===== src/rtl/j1b_uart_ctl.sv =====
// j1b_uart_ctl: j1b IO-bus UART controller with TX/RX FIFOs; define J1B_UART_LOOPBACK_EN for TX->RX loopback via 0x2004
module j1b_uart_ctl #(
   parameter int TX_AW = 4,
   parameter int RX_AW = 4
) (
   input  logic        clk,
   input  logic        reset,
   input  logic        io_rd,
   input  logic        io_wr,
   input  logic [15:0] io_addr,
   input  logic [31:0] io_wdata,
   output logic [31:0] io_rdata,
   output logic        tx_valid,
   output logic [7:0]  tx_data,
   input  logic        tx_ready,
   input  logic        rx_strobe,
   input  logic [7:0]  rx_data
);
   logic [7:0] tx_mem [2**TX_AW];
   logic [7:0] rx_mem [2**RX_AW];
   logic [TX_AW:0] tx_wp, tx_rp;
   logic [RX_AW:0] rx_wp, rx_rp;
   logic rx_overrun, tx_drop, loopback, lb_move;
   logic sel_data, sel_stat, tx_empty, tx_full, rx_empty, rx_full;
   logic tx_push, tx_pop, rx_push, rx_pop, rx_req, ovr_set, drop_set, stat_rd;
   logic [7:0] rx_head, rx_in;
   logic [31:0] ctl_rd;
   logic unused_wdata;

   assign unused_wdata = ^io_wdata[31:8];
   assign sel_data = io_addr == 16'h1000;
   assign sel_stat = io_addr == 16'h2000;
   assign tx_empty = tx_wp == tx_rp;
   assign tx_full  = (tx_wp[TX_AW] != tx_rp[TX_AW]) && (tx_wp[TX_AW-1:0] == tx_rp[TX_AW-1:0]);
   assign rx_empty = rx_wp == rx_rp;
   assign rx_full  = (rx_wp[RX_AW] != rx_rp[RX_AW]) && (rx_wp[RX_AW-1:0] == rx_rp[RX_AW-1:0]);

   assign tx_data  = tx_empty ? 8'd0 : tx_mem[tx_rp[TX_AW-1:0]];
   assign rx_head  = rx_empty ? 8'd0 : rx_mem[rx_rp[RX_AW-1:0]];
   assign tx_valid = !tx_empty && !loopback;

   // In loopback the TX head feeds the RX FIFO and the external receiver is ignored
   assign lb_move  = loopback && !tx_empty && !rx_full;
   assign tx_push  = io_wr && sel_data && !tx_full;
   assign drop_set = io_wr && sel_data && tx_full;
   assign tx_pop   = loopback ? lb_move : tx_valid && tx_ready;
   assign rx_pop   = io_rd && sel_data && !rx_empty;
   assign rx_req   = loopback ? lb_move : rx_strobe;
   assign rx_in    = loopback ? tx_data : rx_data;
   // A same-cycle pop frees the slot, so a strobe into a full FIFO is still accepted
   assign rx_push  = rx_req && (!rx_full || rx_pop);
   assign ovr_set  = rx_req && rx_full && !rx_pop;
   assign stat_rd  = io_rd && sel_stat;

`ifdef J1B_UART_LOOPBACK_EN
   logic sel_ctl;
   assign sel_ctl = io_addr == 16'h2004;
   assign ctl_rd  = sel_ctl ? {31'd0, loopback} : 32'd0;
   always_ff @(posedge clk)
      if (reset) loopback <= 1'b0;
      else if (io_wr && sel_ctl) loopback <= io_wdata[0];
`else
   assign loopback = 1'b0;
   assign ctl_rd   = 32'd0;
`endif

   assign io_rdata = sel_data ? {24'd0, rx_head} :
                     sel_stat ? {27'd0, tx_drop, rx_overrun, tx_empty, !rx_empty, !tx_full} : ctl_rd;

   always_ff @(posedge clk) begin
      if (tx_push) tx_mem[tx_wp[TX_AW-1:0]] <= io_wdata[7:0];
      if (rx_push) rx_mem[rx_wp[RX_AW-1:0]] <= rx_in;
   end

   // Status read clears the sticky flags unless a new event sets them in the same cycle
   always_ff @(posedge clk)
      if (reset) begin
         tx_wp      <= '0;
         tx_rp      <= '0;
         rx_wp      <= '0;
         rx_rp      <= '0;
         rx_overrun <= 1'b0;
         tx_drop    <= 1'b0;
      end else begin
         tx_wp      <= tx_push ? tx_wp + (TX_AW+1)'(1) : tx_wp;
         tx_rp      <= tx_pop ? tx_rp + (TX_AW+1)'(1) : tx_rp;
         rx_wp      <= rx_push ? rx_wp + (RX_AW+1)'(1) : rx_wp;
         rx_rp      <= rx_pop ? rx_rp + (RX_AW+1)'(1) : rx_rp;
         rx_overrun <= ovr_set || (rx_overrun && !stat_rd);
         tx_drop    <= drop_set || (tx_drop && !stat_rd);
      end
endmodule

===== config.mk =====
export PLATFORM = sky130hd
export DESIGN_NAME = j1b_uart_ctl
export DESIGN_NICKNAME = d
export VERILOG_FILES = /design/src/rtl/j1b_uart_ctl.sv
export SDC_FILE = /design/constraint.sdc
export NUM_CORES = 1
export LEC_CHECK = 0
export CORE_MARGIN = 3
export CORE_UTILIZATION = 40
export CTS_CLUSTER_SIZE = 20
export DETAILED_ROUTE_END_ITERATION = 8
export HOLD_SLACK_MARGIN = 0.05
export PLACE_DENSITY = 0.62
export SYNTH_ARGS = -nofsm -noshare
export SYNTH_HDL_FRONTEND = slang
export SYNTH_SLANG_ARGS = --single-unit

===== constraint.sdc =====
create_clock -name clk -period 5.9 [get_ports clk]
set_input_delay 1.18 -clock clk [delete_from_list [all_inputs] [get_ports clk]]
set_output_delay 1.18 -clock clk [all_outputs]
set_load 0.01 [all_outputs]

==> results.toml, run 1 <==
[placed_design]
dp.cells = 1028
port_buffers = 54
dpl_cell_area_um2 = 12500
dp_hpwl_mm = 15.2
gp_congestion = 0.761
place_ws_ns = 0.690

[drt]
vias_per_cell = 5.32
drt_wl_total_mm = 24.0
drc = 0
first_pass_iters = 5
vias = 5743
antenna_left = 0
wire_per_inst_um = 22.2
drt_iter0_markers = 555

[timing]
period_share = 0.886
fin_skew_ns = 0.00901
worst_slack_ns = 0.671
finalHoldViolCount = 0
fmax_ghz = 0.191
timing.hold.ws_ns = 0.497
finalMaxSlewViolations = 0
fin_setup_tns_ns = 0
setup_viol = 0
rsz0062_at_grt = "false"
fin_crit_ns = 5.23
maxSlewHeadroom = 0.238
worst_pin_slew_ns = 1.14

[synth]
synthTopCellsByCount = "edfxtp_1 (256), mux4_2 (75), nor2_1 (35)"
yosysTopAreaCell = "edfxtp_1"
synthMuxAreaShare = 0.158
synth_warnings = 0
ys_seq_area_frac = 0.712
synth.distinct_cells = 49
syn_avg_cell_area_um2 = 18.9
ys_ff_latch = 286
yosysMostFrequentCell = "edfxtp_1"
synth_edf_count = 256
synth-simple-area-share = 0.0524
synth_area_leaders = "edfxtp_1 (66%), mux4_2 (15%), dfxtp_1 (5.2%)"
synth_xor_area_frac = 0.0151
yosys.area_share.adder = 0.0108
synth_compound_area_frac = 0.0221
synth_top_family_by_area = "multiplexers"
synth.top_cell.area_share = 0.661
synthArstFlopShare = 0
synthFlopType = "edfxtp_1"
syn-instance-count = 616
syn_area_um2 = 11600

[worst_setup_path]
crit_required_ns = 4.72
crit_type = "primary input to output pin"
crit_chain = "clkdlybuf4s50_1 -> or4_4 -> or4_4 -> a21o_1 -> o21ai_0 -> clkdlybuf4s50_1"
crit_start = "io_addr[5]"
r2r-end = "rx_mem[8][4]"
critPathTopFamily = "simple AND/OR/NAND/NOR gates"
cp.depth = 6
cp.arrival_ns = 4.05
crit_buf_inv = 2
startpoint_type = "primary input"
r2r_cells = 5
cp-endpoint = "io_rdata[0]"
max_stage_delay_ns = 0.65
path_max_fanout = 11
cp_slowest_cell = "or4_4"
cp-end-kind = "output pin"
r2r-start = "rx_wp[3]"
r2r_slack_ns = 3.15

[final_layout]
area_growth_pct = 15.9
n_antenna_cell = 0
final_util = 0.478
drive_gt1_frac = 0.205
fin_nets = 752
finalNonFillerCells = 1080
final_area_um2 = 13500

[clock_network]
tritoncts = "yes"
ctsResizeCount = 0
cts.sinks = 286
htree_levels = 1
holdBufCountCts = 0
path_clk_slew_ns = 0.06
numCtsBuffers = 28
clk_path_buf_depth = 3
clk_latency_ns = 0.54
root_buffer = "clkbuf_16"
post-cts-setup-buffer-count = 0

[grt]
grt_use_total = 0.156
grt_max_degree = 33
grt_pass1_wl_mm = 36.9
antenna_found_initial = 1
overflow = 0
grt_pass1_vias = 6076

[floorplan]
rows = 61
initial_core_util = 0.412
io-pin-count = 103
chipWidth_um = 177
die_height_um = 177
core_um2 = 28200
die-area_um2 = 31200

[power_and_ir_drop]
p_leak_nw = 4.26
power_mw = 4.17
vdd_drop_max_v = 0.000241
power.density_nw_per_um2 = 310

[worst_hold_path]
holdCritPathClass = "flop to flop"

[flow_run]
cap_violations = 0

[run_status]
status = "complete, no violations"
## worst reg2reg max path, cell delays in order, from the launching register on
cell	delay, ns
dfxtp_1	0.50
xor2_1	0.11
nor4_1	0.83
o211ai_2	0.39
nand3_1	0.30
nor2_1	0.30
## metal layers
layer / part of all wire / track usage / vias up
met4: 0.019 / 0.0376 / 2
met5: 0.00054 / 0 / -
met2: 0.48 / 0.251 / 175
li1: - / - / 2549
met1: 0.44 / 0.225 / 2984
met3: 0.057 / 0.0262 / 33
## kinds of logic after synthesis
logic type,after synthesis
AND/OR/NAND/NOR,111
adder cells (fa/ha/maj),10
AO/OA/AOI/OAI,37
XOR/XNOR,20
multiplexers,89
flip-flops,286
buffers and inverters,62
other,1
## state kept, by name, indices dropped and copies added, names as in the netlist, named ones only
signal      cells
rx_mem        128
rx_overrun      1
rx_rp           5
rx_wp           5
tx_drop         1
tx_mem        128
tx_rp           5
tx_wp           5
## final cells by class
class                   instances  area (um2)
clock buffers                  40         841
clock inverters                12         138
fillers                      2327       14800
inverters                       9        33.8
multi-input cells             291        3100
flip-flops and latches        286        8290
well taps                     378         473
repair buffers                 64         616
## report_power, final
group / switching, mW / total [mW] / internal [mW] / leakage, nW
clock network: 0.739 / 1.86 / 1.12 / 0.484
registers: 0.00361 / 2.22 / 2.21 / 2.55
logic: 0.0586 / 0.0938 / 0.0352 / 1.23
total: 0.801 / 4.17 / 3.37 / 4.26
## worst min-delay path by stage
| stage | from | endpoint | slack, ns | cells after the start |
|---|---|---|---|---|
| after floorplan | tx_drop | tx_drop | 0.46 | 2 |
| after global placement | tx_drop | tx_drop | 0.47 | 2 |
| after detailed placement | tx_drop | tx_drop | 0.49 | 2 |
| after CTS | tx_drop | tx_drop | 0.50 | 2 |
| after global routing | rx_overrun | rx_overrun | 0.54 | 2 |
| final | tx_drop | tx_drop | 0.50 | 2 |
## placed cells by master (no fill, tap or decap), drive strengths merged, types with 3 or more instances in the layout
cell type,n
mux2i,7
nor4,3
or4,5
buf,10
bufinv,3
a21o,3
a211oi,5
conb,24
nor2,35
nor3,6
clkdlybuf4s50,54
clkinv,7
nand3,8
dfxtp,30
nand4,4
ha,10
mux4,75
nand2,7
a21oi,11
nand2b,3
nor2b,19
edfxtp,256
o211ai,3
xor2,9
inv,11
mux2,7
and3,14
xnor2,11
clkbuf,40
o21ai,9
No activity file was read; power rests on OpenSTA's default activity.
==> inputs of run 2 (changes only) <==
- CORE_ASPECT_RATIO: not set -> 0.9
==> run 2 against run 1 <==
Sequential cell count unchanged. Global-route usage is 0.49 points lower. Clock skew increased by 0.0013 ns. Design area is 0.10% lower. Via count fell by 0.23%. Count of clock-buffer cells in the layout decreased by 5. Clock power barely moved. Highest routed layer is now met4.
==> results.toml, run 2 (synthesized netlist as in run 1, its figures left out) <==
[timing]
finalHoldViolCount = 0
period_share = 0.889
fin_setup_tns_ns = 0
worst_slack_ns = 0.657
maxSlewHeadroom = 0.316
fin_skew_ns = 0.0103
rsz0062_at_grt = "false"
fmax_ghz = 0.191
fin_crit_ns = 5.24
worst_pin_slew_ns = 1.02
finalMaxSlewViolations = 0
setup_viol = 0

[power_and_ir_drop]
p_int_mw = 3.38
power_frac_seq = 0.532
pwr-share-clk = 0.446
p_leak_nw = 4.27
power.density_nw_per_um2 = 309
vdd_drop_max_v = 0.000185
p_comb_frac = 0.022
swShare = 0.189
power_switching_uw = 786

[final_layout]
fillers = 2344
multi_input_area_um2 = 3100
n_antenna_cell = 0
layout_common_cells = "edfxtp_1 (256), mux4_2 (75), clkdlybuf4s50_1 (54)"
final_common_cell = "edfxtp_1"
area_growth_pct = 15.8
drive_gt1_frac = 0.214
register_area_um2 = 8290
fin_nets = 753

[grt]
grt_max_degree = 33
overflow = 0
grt_use_total = 0.151
grt_pass1_wl_mm = 36.1
grt_pass1_vias = 6118
antenna_found_initial = 0

[drt]
vias = 5730
first_pass_iters = 5
drc = 0
wire_per_inst_um = 21.8
drt_wl_total_mm = 23.1
drt_iter0_markers = 557
antenna_left = 0
vias_per_cell = 5.40

[floorplan]
rows = 58
initial_core_util = 0.411
die_height_um = 168
io-pin-count = 103
die-area_um2 = 31200
chipWidth_um = 186
core_um2 = 28300

[worst_setup_path]
startpoint_type = "primary input"
path_max_fanout = 11
cp.arrival_ns = 4.06
r2r-end = "rx_mem[12][7]"
cp_slowest_cell = "or4_4"
crit_type = "primary input to output pin"
crit_buf_inv = 2
critPathTopFamily = "simple AND/OR/NAND/NOR gates"
r2r-start = "rx_wp[3]"
r2r_cells = 5
r2r_slack_ns = 3.16
max_stage_delay_ns = 0.65
crit_required_ns = 4.72
cp-end-kind = "output pin"
crit_chain = "clkdlybuf4s50_1 -> or4_4 -> or4_4 -> a21o_1 -> o21ai_0 -> clkdlybuf4s50_1"

[placed_design]
dp_hpwl_mm = 15.0
port_buffers = 54
gp_congestion = 0.771
place_ws_ns = 0.672

[clock_network]
numCtsBuffers = 28
htree_levels = 1
clk_latency_ns = 0.53
root_buffer = "clkbuf_16"
clk_path_buf_depth = 3
tritoncts = "yes"
post-cts-setup-buffer-count = 0
holdBufCountCts = 0
ctsResizeCount = 0
path_clk_slew_ns = 0.06
cts.sinks = 286

[worst_hold_path]
holdCritPathClass = "flop to flop"
worstHoldEndpoint = "tx_drop"
worstHoldStart = "tx_drop"
whs_path_depth = 2

[flow_run]
cap_violations = 0

[run_status]
status = "complete, no violations"
==> run 2: how the worst max path moves through the flow <==
| stage | from | end | slack, ns | cells after the start |
|---|---|---|---|---|
| after CTS | io_addr[5] | io_rdata[2] | 0.68 | 6 |
| final | io_addr[5] | io_rdata[0] | 0.66 | 6 |
| after detailed placement | io_addr[5] | io_rdata[2] | 0.67 | 6 |
| after floorplan | io_addr[5] | io_rdata[0] | 1.76 | 6 |
| after global routing | io_addr[5] | io_rdata[0] | 0.59 | 6 |
| after global placement | io_addr[5] | io_rdata[0] | 0.67 | 6 |
==> run 2: metal layers <==
layer / up-vias / routed length (um) / global-route usage
met5: - / 0 / 0
met4: 0 / 383 / 0.0376
met3: 33 / 1240 / 0.0255
met2: 161 / 10900 / 0.235
met1: 2985 / 10600 / 0.225
li1: 2551 / - / -
==> run 2: area by class of cell <==
class	instances	area share
Clock buffer	35	0.0592
Clock inverter	15	0.0134
Inverter	9	0.00251
Multi-Input combinational cell	291	0.230
Sequential cell	286	0.615
Tap cell	360	0.0334
Timing Repair Buffer	65	0.0462
==> run 2: power groups by stage <==
stage	Combinational, mW	Sequential [mW]	Clock (mW)
6_report	0.0908	2.22	1.86
2_1_floorplan	0.0442	2.26	0
5_1_grt	0.100	2.22	1.97
3_5_place_dp	0.0910	2.26	0
3_3_place_gp	0.0858	2.26	0
4_1_cts	0.0910	2.22	1.89
==> run 2: through the flow <==
stage               instance area (um2)  utilization  hold WS (ns)  std cells  power (mW)
CTS                               13500        0.476         0.511       1061        4.19
floorplan                         11700            -         0.456        639        2.30
global placement                  12500        0.441         0.475       1011        2.35
detailed placement                12500        0.441         0.496       1011        2.35
global route                      13500        0.476         0.544       1061        4.29
finish                            13500        0.476         0.506       1061        4.16
==> run 2: worst reg2reg max path, delay by kind of cell, from the launching register on <==
kind	cells	cell delay [ns]
compound gates	1	0.40
simple gates	3	1.41
xor+xnor	1	0.12
flops	1	0.50
==> inputs of run 3 (changes only) <==
- CORE_MARGIN: 3 -> not set
==> run 3 against run 2 <==
Utilization is 0.062 points lower. First-iteration DRC count fell by 25%. Die area shrank 4.5%. Combinational power about the same. Sequential cell count did not move. Count of clock-buffer cells in the layout grew 9. Global-route usage up 0.35 points. Clock power is 4% lower. Register-to-register slack improved by 0.05 ns. Wire length shrank 2.0%. Clock skew grew 0.014 ns. Critical path type unchanged.
==> results.toml, run 3 (synthesized netlist as in run 1, its figures left out) <==
[run_status]
status = "complete, no violations"

[timing]
period_share = 0.894
fin_skew_ns = 0.0247
setup_viol = 0
fmax_ghz = 0.190
finalHoldViolCount = 0
fin_crit_ns = 5.27
rsz0062_at_grt = "false"
worst_pin_slew_ns = 1.01
fin_setup_tns_ns = 0
finalMaxSlewViolations = 0
maxSlewHeadroom = 0.319

[grt]
overflow = 0
grt_pass1_wl_mm = 34.5
grt_pass1_vias = 5932
antenna_found_initial = 0
grt_use_total = 0.155
grt_max_degree = 33

[power_and_ir_drop]
power_frac_seq = 0.541
p_leak_nw = 4.25
p_comb_frac = 0.022
pwr-share-clk = 0.437
power.density_nw_per_um2 = 305
p_int_mw = 3.31
vdd_drop_max_v = 0.000220
power_switching_uw = 786
swShare = 0.192

[final_layout]
drive_gt1_frac = 0.205
fillers = 2354
fin_nets = 756
final_util = 0.475
final_common_cell = "edfxtp_1"
area_growth_pct = 15.6
n_antenna_cell = 0
layout_common_cells = "edfxtp_1 (256), mux4_2 (75), clkdlybuf4s50_1 (54)"

[worst_setup_path]
crit_chain = "clkdlybuf4s50_1 -> or4_4 -> or4_4 -> a21o_1 -> o21ai_0 -> clkdlybuf4s50_1"
r2r-end = "rx_mem[5][5]"
startpoint_type = "primary input"
cp.arrival_ns = 4.09
r2r_cells = 5
max_stage_delay_ns = 0.65
cp_slowest_cell = "or4_4"
critPathTopFamily = "simple AND/OR/NAND/NOR gates"
crit_required_ns = 4.72
path_max_fanout = 11
cp-end-kind = "output pin"
r2r-start = "rx_wp[3]"
r2r_slack_ns = 3.21
crit_buf_inv = 2
crit_type = "primary input to output pin"

[floorplan]
die-area_um2 = 29800
io-pin-count = 103
initial_core_util = 0.411
chipWidth_um = 182
rows = 58
die_height_um = 164
core_um2 = 28300

[worst_hold_path]
worstHoldStart = "tx_drop"
holdCritPathClass = "flop to flop"
whs_path_depth = 2
worstHoldEndpoint = "tx_drop"

[placed_design]
port_buffers = 54
gp_congestion = 0.788
dp_hpwl_mm = 15.0

[clock_network]
htree_levels = 1
clk_path_buf_depth = 3
clk_latency_ns = 0.54
cts.sinks = 286
root_buffer = "clkbuf_16"
ctsResizeCount = 0
post-cts-setup-buffer-count = 0
holdBufCountCts = 0
tritoncts = "yes"
path_clk_slew_ns = 0.06
numCtsBuffers = 30

[flow_run]
cap_violations = 0

[drt]
drt_iter0_markers = 419
drt_wl_total_mm = 22.7
wire_per_inst_um = 21.2
vias_per_cell = 5.36
first_pass_iters = 4
drc = 0
antenna_left = 0
vias = 5721
==> run 3: how the worst max path moves through the flow <==
stage	from	endpoint	slack [ns]	cells after the start
2_1_floorplan	io_addr[5]	io_rdata[0]	1.76	6
3_3_place_gp	io_addr[5]	io_rdata[2]	0.66	6
3_5_place_dp	io_addr[5]	io_rdata[2]	0.62	6
4_1_cts	io_addr[5]	io_rdata[2]	0.62	6
5_1_grt	io_addr[5]	io_rdata[0]	0.59	6
6_report	io_addr[5]	io_rdata[2]	0.63	6
==> run 3: per-layer routing <==
metal	GRT usage	vias to the layer above	wire length [um]	share of wire
met3	0.0284	26	1280	0.056
met5	0	-	0	0
met2	0.251	159	10800	0.47
met1	0.218	2978	10300	0.46
li1	-	2558	-	-
met4	0.0374	0	321	0.014
==> run 3: per-stage QoR <==
step,cell area (um2),hold slack [ns],power (mW),cells,setup WS (ns)
CTS,13500,0.506,4.13,1067,0.617
global route,13500,0.537,4.22,1067,0.588
global placement,12500,0.476,2.35,1012,0.663
finish,13500,0.509,4.10,1067,0.627
detailed placement,12500,0.492,2.35,1012,0.621
floorplan,11700,0.456,2.30,639,1.76
==> run 3: tightest hold or removal path: cells and delay by family (launching register included) <==
| family | cells | cell delay (ns) |
|---|---|---|
| simple gates | 1 | 0.07 |
| flops | 1 | 0.34 |
| compound gates | 1 | 0.07 |
==> run 3: power by group through the flow <==
stage / combinational [mW] / sequential, mW / clock, mW
finish: 0.0910 / 2.22 / 1.79
global route: 0.0995 / 2.22 / 1.90
CTS: 0.0914 / 2.22 / 1.83
detailed placement: 0.0913 / 2.26 / 0
global placement: 0.0865 / 2.26 / 0
floorplan: 0.0442 / 2.26 / 0
==> run 3: area by class of cell <==
cell class | instances | area (um2) | area share
sequential | 286 | 8290 | 0.616
multi-input combinational | 291 | 3100 | 0.230
clock buffer | 44 | 875 | 0.0650
timing repair buffer | 66 | 631 | 0.0469
tap | 360 | 450 | 0.0335
clock inverter | 11 | 80.1 | 0.00595
inverter | 9 | 33.8 | 0.00251
